### src/rtl/seq_divider.sv
// Multi-cycle unsigned restoring divider.
// Divides a 2*WIDTH-bit dividend by a WIDTH-bit divisor and produces one quotient
// bit per clock. Divide-by-zero and quotient overflow are detected up front and
// answered in a single cycle. All outputs come straight from flops.
module seq_divider #(
   parameter int WIDTH = 8
) (
   input  logic               clk,
   input  logic               rst,
   input  logic               start,
   input  logic [2*WIDTH-1:0] dividend,
   input  logic [WIDTH-1:0]   divisor,
   output logic               busy,
   output logic               done,
   output logic [WIDTH-1:0]   quotient,
   output logic [WIDTH-1:0]   remainder,
   output logic               div_by_zero,
   output logic               overflow
);

   localparam int CNT_W = $clog2(WIDTH) + 1;
   localparam logic [CNT_W-1:0] LAST_STEP = CNT_W'(WIDTH - 1);

   typedef enum logic [1:0] {
      S_IDLE = 2'b00,
      S_RUN  = 2'b01,
      S_DONE = 2'b10
   } state_t;

   state_t           state_q, state_d;
   logic [WIDTH-1:0] rem_q, rem_d;      // partial remainder, always < divisor
   logic [WIDTH-1:0] shift_q, shift_d;  // dividend low bits out, quotient bits in
   logic [WIDTH-1:0] dvs_q, dvs_d;
   logic [CNT_W-1:0] cnt_q, cnt_d;
   logic [WIDTH-1:0] quot_q, quot_d;
   logic [WIDTH-1:0] rmd_q, rmd_d;
   logic             busy_q, busy_d;
   logic             done_q, done_d;
   logic             dbz_q, dbz_d;
   logic             ovf_q, ovf_d;

   logic [WIDTH:0]   trial_s;
   logic [WIDTH:0]   diff_s;
   logic             trial_ge_s;
   logic [WIDTH-1:0] step_rem_s;
   logic [WIDTH-1:0] step_shift_s;

   // One restoring step: bring down the next dividend bit and try to subtract.
   always_comb begin
      trial_s    = {rem_q, shift_q[WIDTH-1]};
      diff_s     = trial_s - {1'b0, dvs_q};
      trial_ge_s = (trial_s >= {1'b0, dvs_q});
      if (trial_ge_s) begin
         step_rem_s = diff_s[WIDTH-1:0];
      end else begin
         step_rem_s = trial_s[WIDTH-1:0];
      end
      step_shift_s = {shift_q[WIDTH-2:0], trial_ge_s};
   end

   // Next-state and next-output logic; everything holds unless a branch updates it.
   always_comb begin
      state_d = state_q;
      rem_d   = rem_q;
      shift_d = shift_q;
      dvs_d   = dvs_q;
      cnt_d   = cnt_q;
      quot_d  = quot_q;
      rmd_d   = rmd_q;
      dbz_d   = dbz_q;
      ovf_d   = ovf_q;
      case (state_q)
         S_IDLE: begin
            if (start) begin
               dvs_d = divisor;
               if (divisor == {WIDTH{1'b0}}) begin
                  state_d = S_DONE;
                  dbz_d   = 1'b1;
                  ovf_d   = 1'b0;
                  quot_d  = {WIDTH{1'b1}};
                  rmd_d   = dividend[WIDTH-1:0];
               end else if (dividend[2*WIDTH-1:WIDTH] >= divisor) begin
                  state_d = S_DONE;
                  dbz_d   = 1'b0;
                  ovf_d   = 1'b1;
                  quot_d  = {WIDTH{1'b1}};
                  rmd_d   = {WIDTH{1'b0}};
               end else begin
                  state_d = S_RUN;
                  rem_d   = dividend[2*WIDTH-1:WIDTH];
                  shift_d = dividend[WIDTH-1:0];
                  cnt_d   = {CNT_W{1'b0}};
               end
            end else begin
               state_d = S_IDLE;
            end
         end
         S_RUN: begin
            rem_d   = step_rem_s;
            shift_d = step_shift_s;
            if (cnt_q == LAST_STEP) begin
               state_d = S_DONE;
               quot_d  = step_shift_s;
               rmd_d   = step_rem_s;
               dbz_d   = 1'b0;
               ovf_d   = 1'b0;
            end else begin
               state_d = S_RUN;
               cnt_d   = cnt_q + {{(CNT_W-1){1'b0}}, 1'b1};
            end
         end
         S_DONE: begin
            state_d = S_IDLE;
         end
         default: begin
            state_d = S_IDLE;
         end
      endcase
      busy_d = (state_d != S_IDLE);
      done_d = (state_d == S_DONE);
   end

   // State and output registers; reset aborts any operation with no done pulse.
   always_ff @(posedge clk or negedge rst) begin
      if (!rst) begin
         state_q <= S_IDLE;
         rem_q   <= {WIDTH{1'b0}};
         shift_q <= {WIDTH{1'b0}};
         dvs_q   <= {WIDTH{1'b0}};
         cnt_q   <= {CNT_W{1'b0}};
         quot_q  <= {WIDTH{1'b0}};
         rmd_q   <= {WIDTH{1'b0}};
         busy_q  <= 1'b0;
         done_q  <= 1'b0;
         dbz_q   <= 1'b0;
         ovf_q   <= 1'b0;
      end else begin
         state_q <= state_d;
         rem_q   <= rem_d;
         shift_q <= shift_d;
         dvs_q   <= dvs_d;
         cnt_q   <= cnt_d;
         quot_q  <= quot_d;
         rmd_q   <= rmd_d;
         busy_q  <= busy_d;
         done_q  <= done_d;
         dbz_q   <= dbz_d;
         ovf_q   <= ovf_d;
      end
   end

   assign busy        = busy_q;
   assign done        = done_q;
   assign quotient    = quot_q;
   assign remainder   = rmd_q;
   assign div_by_zero = dbz_q;
   assign overflow    = ovf_q;

endmodule
### config.mk
export PLATFORM = sky130hd
export DESIGN_NAME = seq_divider
export DESIGN_NICKNAME = d
export VERILOG_FILES = /design/src/rtl/seq_divider.sv
export SDC_FILE = /design/constraint.sdc
export NUM_CORES = 1
export LEC_CHECK = 0
export BUFFER_PORTS_ARGS = -buffer_cell sky130_fd_sc_hd__buf_4
export CAP_MARGIN = 20
export CORE_AREA = 10 10 112 104
export DETAILED_ROUTE_END_ITERATION = 8
export DIE_AREA = 0 0 122 114
export GPL_TIMING_DRIVEN = 1
export PLACE_DENSITY = 0.55
export REMOVE_ABC_BUFFERS = 1
export SLEW_MARGIN = 20
export SYNTH_ARGS = -nofsm -noshare
export SYNTH_HDL_FRONTEND = slang
export SYNTH_SLANG_ARGS = --single-unit
### constraint.sdc
create_clock -name clk -period 5.2 [get_ports clk]
set_input_delay 0.78 -clock clk [delete_from_list [all_inputs] [get_ports clk]]
set_output_delay 0.78 -clock clk [all_outputs]
set_load 0.01 [all_outputs]
==> results.py, run 1 <==
metrics = {
    "status": {
        "status": "completed",
    },
    "grt": {
        "grtUsageTotal_pct": 10.6,
        "grt_start_max_net_pins": 51,
        "antenna_found_initial": 0,
        "grt_pass1_wl_mm": 12.1,
        "grt_pass1_vias": 2318,
        "grt_overflow": 0,
    },
    "placed_design": {
        "io_buffers": 46,
        "place_inst": 447,
        "place_area_mm2": 0.00326,
        "place.gp.congestion": 0.883,
        "dp_hpwl_mm": 5.61,
    },
    "detailed_routing": {
        "drc_errors": 0,
        "dr.pass1.iters": 4,
        "vias_per_cell": 4.88,
        "routed-via-count": 2221,
        "drt_wl_total_mm": 7.35,
        "antenna_left": 0,
        "drtIter0Drc": 136,
        "routedWlPerCell_um": 16.2,
    },
    "logic_synthesis": {
        "yosysWarnings": 0,
        "ys_async_sr_fraction_pct": 100,
        "synth-edff-count": 0,
        "netlist_area_mm2": 0.00283,
        "seq_area_frac_synth_pct": 44.2,
        "ys_seq_elements": 50,
        "syn_inst": 285,
        "syn-mean-instance-area_um2": 9.93,
        "ys_types": 52,
        "ys.flop_type": "dfrtp_1",
    },
    "floorplan": {
        "dieHeight_um": 114,
        "dieArea_mm2": 0.0139,
        "initial_core_util_pct": 30.1,
        "fp-row-count": 34,
        "core_area_mm2": 0.00940,
        "io_pins": 47,
        "die_x_um": 122,
    },
    "cells_and_area": {
        "layout_common_cells": "50 x dfrtp_1, 48 x buf_4, 34 x nand2_1, 23 x o21ai_0",
        "nNetsFinal": 373,
        "final_common_cell": "dfrtp_1",
        "instances_no_fill": 455,
        "diodes": 0,
        "drive_gt1_share_pct": 23.4,
        "area_growth_pct": 20.3,
        "final_area_mm2": 0.00341,
    },
    "clocking": {
        "cts_resized": 0,
        "cts_setup_buffers": 0,
        "clockBufferDepth": 2,
        "cts_root_buf": "clkbuf_8",
        "clk_pin_slew_ns": 0.09,
        "clock_latency_ns": 0.30,
        "numCtsBuffers": 5,
        "ctsHoldBuffers": 0,
        "cts_max_level": 2,
        "cts_tree": "yes",
        "cts.sinks": 50,
    },
    "critical_path": {
        "worstSetupPathType": "primary input to register",
        "crit_required_ns": 5.40,
        "reg2reg_slack_ns": 2.70,
        "critPathMaxFanout": 7,
        "worstPathArrival_ns": 3.05,
        "start_kind": "primary input",
        "cp-end-kind": "register",
    },
    "timing": {
        "hold_ws_ns": 0.496,
        "drv_slew": 0,
        "worstMarginPinSlew_ns": 0.830,
        "finalSetupTns_ns": 0,
        "max_freq_mhz": 350,
        "max_slew_margin_pct": 43.3,
        "setup_viol_count_final": 0,
        "fin_crit_ns": 2.86,
        "skew_ns": 0.00544,
        "finalHoldViolCount": 0,
        "grt_setup_unrepaired": "false",
        "fin_crit_sh_pct": 54.9,
    },
    "flow_run": {
        "drv_cap": 0,
    },
    "pwr": {
        "ir_worst_vdd_uv": 198,
        "p_total_w": 0.00229,
        "p_leak_nw": 1.55,
        "power.density_mw_per_mm2": 673,
    },
    "min_path": {
        "hold_path.class": "primary input to async pin",
    },
}
==> final cells by class <==
class | count | area, µm²
Multi-Input combinational cell | 202 | 1420
Clock buffer | 6 | 82.6
Clock inverter | 2 | 60.1
Tap cell | 126 | 158
Fill cell | 950 | 5990
Inverter | 21 | 78.8
Sequential cell | 50 | 1250
Timing Repair Buffer | 48 | 360
==> cells by family after synthesis <==
group           count (synthesis)  share of synthesized area [%]
buf+inv                        33                           6.14
xor+xnor                        2                          0.619
simple gates                   81                           13.4
compound gates                 86                           22.0
mux                            15                           5.39
fa+ha+maj                      18                           8.22
flops                          50                           44.2
==> flip-flops by register name, summed over array words and instances, names as in the netlist <==
register / flops
dvs_q: 8
rem_q: 8
div_by_zero: 1
remainder: 8
done: 1
state_q: 2
quotient: 8
cnt_q: 4
overflow: 1
shift_q: 8
busy: 1
==> metrics by stage <==
| step | setup slack (ns) | util (%) |
|---|---|---|
| floorplan | 2.56 | - |
| global placement | 1.99 | 34.6 |
| global route | 2.28 | 36.2 |
| finish | 2.34 | 36.2 |
| detailed placement | 2.06 | 34.6 |
| CTS | 2.38 | 36.2 |
==> layer usage <==
metal	share of wire, %	global-route usage, %
met4	1.1	2.70
met5	0	0
met1	49	14.3
met3	3.7	2.47
met2	46	16.7
==> synthesized netlist by cell type (3+ instances only) <==
master    instances  area [µm²]
o21ai_0          23         115
clkbuf_8          3        41.3
inv_1            21        78.8
a21oi_1           9        45.0
mux2i_1          13         130
dfrtp_1          50        1250
nor2b_1           4        25.0
a22o_1            3        26.3
buf_2             4        20.0
o211ai_1          3        22.5
o22a_1           10        87.6
a21o_1            5        37.5
clkbuf_1          3        11.3
nand2_1          34         128
ha_1             17         213
nand3_1           5        25.0
a211oi_1          3        22.5
nor2_1           21        78.8
a31oi_1           3        18.8
o21a_1            5        37.5
==> final timing paths <==
kind,cells past startpoint,startpoint,endpoint
worst min register to register,1,quotient[3],quotient[3]
worst min-delay path,1,rst,dvs_q[4]
min in group clk,1,quotient[3],quotient[3]
max in group asynchronous,1,rst,remainder[0]
worst max register to register,8,shift_q[7],remainder[1]
worst max-delay path,9,dividend[8],cnt_q[2]
==> worst max-delay path: stages <==
cell and delay [ns]:
buf_4 0.11, inv_1 0.07, ha_1 0.23, nand2b_1 0.14, a2111oi_0 0.77, o31a_2 0.35, a22o_1 0.29, o21ai_0 0.12
a21o_1 0.19
==> where the power goes <==
part | total (W) | switching [W] | internal, W
sequential | 0.000681 | 0.000117 | 0.000564
combinational | 0.00127 | 0.000692 | 0.000581
clock | 0.000339 | 0.000134 | 0.000205
total | 0.00229 | 0.000943 | 0.00135
(Power assumes the default switching activity.)
==> run 2: changes to the inputs <==
--- a/config.mk
+++ b/config.mk
@@ -5,13 +5,14 @@
 export SDC_FILE = /design/constraint.sdc
 export NUM_CORES = 1
 export LEC_CHECK = 0
+export ABC_AREA = 1
 export BUFFER_PORTS_ARGS = -buffer_cell sky130_fd_sc_hd__buf_4
 export CAP_MARGIN = 20
-export CORE_AREA = 10 10 112 104
+export CORE_AREA = 10 10 117 108
 export DETAILED_ROUTE_END_ITERATION = 8
-export DIE_AREA = 0 0 122 114
+export DIE_AREA = 0 0 127 118
 export GPL_TIMING_DRIVEN = 1
-export PLACE_DENSITY = 0.55
+export PLACE_DENSITY = 0.57
 export REMOVE_ABC_BUFFERS = 1
 export SLEW_MARGIN = 20
 export SYNTH_ARGS = -nofsm -noshare
==> constraint.sdc (replaced) <==
create_clock -name clk -period 2.55 [get_ports clk]
set_input_delay 0.3825 -clock clk [delete_from_list [all_inputs] [get_ports clk]]
set_output_delay 0.3825 -clock clk [all_outputs]
set_load 0.01 [all_outputs]
==> run 2 against run 1 <==
Combinational power grew 120%. Clock skew up 0.0014 ns. Sequential power increased by 110%. First-iteration DRC count increased by 18%. Utilization is 0.13 points higher. Global-route usage down 0.10 points. Flip-flop and latch count unchanged. Synthesized cell count up 45%. Worst setup slack worse by 1.8 ns. Synthesized area rose by 8.7%. Largest cell class unchanged. Non-clock buffer count did not move.
==> results.py, run 2 <==
metrics = {
    "status": {
        "status": "completed",
    },
    "cells_and_area": {
        "layout_common_cells": "147 x nand2_1, 50 x dfrtp_1, 48 x buf_4, 46 x inv_1, 37 x nand3_1",
        "diodes": 0,
        "seq_area_mm2": 0.00125,
        "final_common_cell": "nand2_1",
        "area_growth_pct": 20.1,
        "fillers": 1068,
        "multi_input_area_mm2": 0.00154,
        "drive_gt1_share_pct": 17.7,
        "nNetsFinal": 501,
        "fin_util_pct": 36.4,
    },
    "detailed_routing": {
        "routed-via-count": 2730,
        "drc_errors": 0,
        "routedWlPerCell_um": 13.5,
        "antenna_left": 0,
        "drtIter0Drc": 160,
        "dr.pass1.iters": 5,
        "vias_per_cell": 4.66,
        "drt_wl_total_mm": 7.91,
    },
    "critical_path": {
        "start_kind": "register",
        "rr_startpoint": "rem_q[2]",
        "worstPathArrival_ns": 2.17,
        "reg2reg_slack_ns": 0.56,
        "worstReg2RegEnd": "remainder[2]",
        "ff2ff_path_depth": 11,
        "worstSetupPathType": "register to register",
        "critPathMaxFanout": 10,
        "crit_required_ns": 2.73,
        "cp-end-kind": "register",
    },
    "floorplan": {
        "die_x_um": 127,
        "io_pins": 47,
        "fp-row-count": 35,
        "initial_core_util_pct": 30.3,
        "dieHeight_um": 118,
        "core_area_mm2": 0.0102,
        "dieArea_mm2": 0.0150,
    },
    "logic_synthesis": {
        "yosysWarnings": 0,
        "netlist.area_leader.share_pct": 40.7,
        "synthTopCellsByCount": "147 x nand2_1, 50 x dfrtp_1, 46 x inv_1",
        "ys_async_sr_fraction_pct": 100,
        "ys.flop_type": "dfrtp_1",
        "netlist_area_mm2": 0.00308,
        "synth-edff-count": 0,
        "yosysMostFrequentCell": "nand2_1",
        "syn-mean-instance-area_um2": 7.45,
        "ys_types": 30,
        "synth_area_leader_cell": "dfrtp_1",
        "syn_inst": 413,
        "ys_top_cells_by_area": "dfrtp_1 41%, nand2_1 18%, ha_1 6.9%, nand3_1 6.0%, inv_1 5.6%",
        "ys_seq_elements": 50,
        "seq_area_frac_synth_pct": 40.7,
    },
    "clocking": {
        "numCtsBuffers": 5,
        "clk_pin_slew_ns": 0.07,
        "clock_latency_ns": 0.29,
        "cts.sinks": 50,
        "clockBufferDepth": 2,
        "cts_tree": "yes",
        "ctsHoldBuffers": 0,
        "cts_max_level": 2,
        "cts_root_buf": "clkbuf_16",
        "cts_setup_buffers": 0,
        "cts_resized": 0,
    },
    "timing": {
        "fin_crit_ns": 1.99,
        "max_freq_mhz": 503,
        "finalHoldViolCount": 0,
        "max_slew_margin_pct": 56.0,
        "skew_ns": 0.00683,
        "finalSetupTns_ns": 0,
        "worstMarginPinSlew_ns": 0.660,
        "fin_crit_sh_pct": 77.9,
        "setup_viol_count_final": 0,
        "drv_slew": 0,
        "grt_setup_unrepaired": "false",
    },
    "grt": {
        "grt_overflow": 0,
        "antenna_found_initial": 0,
        "grt_pass1_wl_mm": 13.4,
        "grtUsageTotal_pct": 10.5,
        "grt_start_max_net_pins": 51,
        "grt_pass1_vias": 2718,
    },
    "placed_design": {
        "io_buffers": 46,
        "place.gp.congestion": 0.831,
        "dp_hpwl_mm": 6.23,
    },
    "pwr": {
        "power.density_mw_per_mm2": 1380,
        "ir_worst_vdd_uv": 540,
        "p_leak_nw": 2.01,
    },
    "flow_run": {
        "drv_cap": 0,
    },
    "min_path": {
        "hold_path.class": "primary input to async pin",
    },
}
## run 2: cell types whose count changed after synthesis, moves of 6 or more
cell	before	now
o22a_1	10	0
nand4_1	1	11
nand2_1	34	147
mux2i_1	13	1
nor2_1	21	27
nand2_2	0	11
o21ai_1	1	8
nand3_1	5	37
o21ai_0	23	16
inv_1	21	46
## run 2: power by group
| part | leakage, nW | internal (W) | switching, W |
|---|---|---|---|
| clock network | 0.0971 | 0.000589 | 0.000291 |
| logic | 1.29 | 0.00107 | 0.00173 |
| registers | 0.624 | 0.00116 | 0.000253 |
| total | 2.01 | 0.00282 | 0.00227 |
## run 2: metal layers
layer	share of wire (%)	global-route usage, %	vias to the layer above	routed length (µm)
met3	6.6	3.29	2	519
met2	42	15.3	69	3330
met1	51	14.9	1257	4040
met4	0.21	1.78	0	17
met5	0	0	-	0
li1	-	-	1402	-
## run 2: area by class of cell
cell class	instances	share of cell area (%)
Multi-Input combinational cell	302	41.6
Timing Repair Buffer	48	9.75
Tap cell	129	4.37
Clock inverter	2	1.63
Sequential cell	50	33.9
Clock buffer	6	3.76
Inverter	49	5.05
## run 2: logic make-up after synthesis
family                     count (synthesis)  synth area share (%)
AOI/OAI and AO/OA                         39                  7.36
buffers and inverters                     61                  9.39
muxes                                      1                 0.325
adders and majority gates                 18                  7.56
xor gates and xnor gates                   4                  1.14
DFF                                       50                  40.7
and+or+nand+nor                          240                  33.6
## run 2: per-stage QoR
stage	hold slack [ns]	instances	area (µm²)	worst slack, ns	power (W)
after detailed placement	0.467	578	3500	0.431	0.00424
final	0.121	586	3690	0.563	0.00509
after floorplan	0.0869	401	2970	0.307	0.00337
after CTS	0.159	586	3690	0.565	0.00513
after global routing	0.176	586	3690	0.370	0.00561
after global placement	0.463	578	3500	0.429	0.00421
## run 2: critical path, stage by stage (launching register included)
cell	delay [ns]
dfrtp_1	0.41
ha_1	0.36
nand2_1	0.13
inv_1	0.05
nand2_1	0.10
nand2_1	0.06
nand2_1	0.07
nand4_2	0.24
nand3_1	0.20
nand3_1	0.11
nand2_1	0.08
nand2_1	0.06
## run 2: worst max-delay path by stage
stage	start	to	slack, ns	cells after the start
floorplan	state_q[1]	quotient[5]	0.31	6
global placement	dividend[15]	shift_q[7]	0.43	11
detailed placement	dividend[15]	quotient[5]	0.43	13
CTS	rem_q[5]	remainder[2]	0.57	9
global route	rem_q[3]	remainder[2]	0.37	11
finish	rem_q[2]	remainder[2]	0.56	11
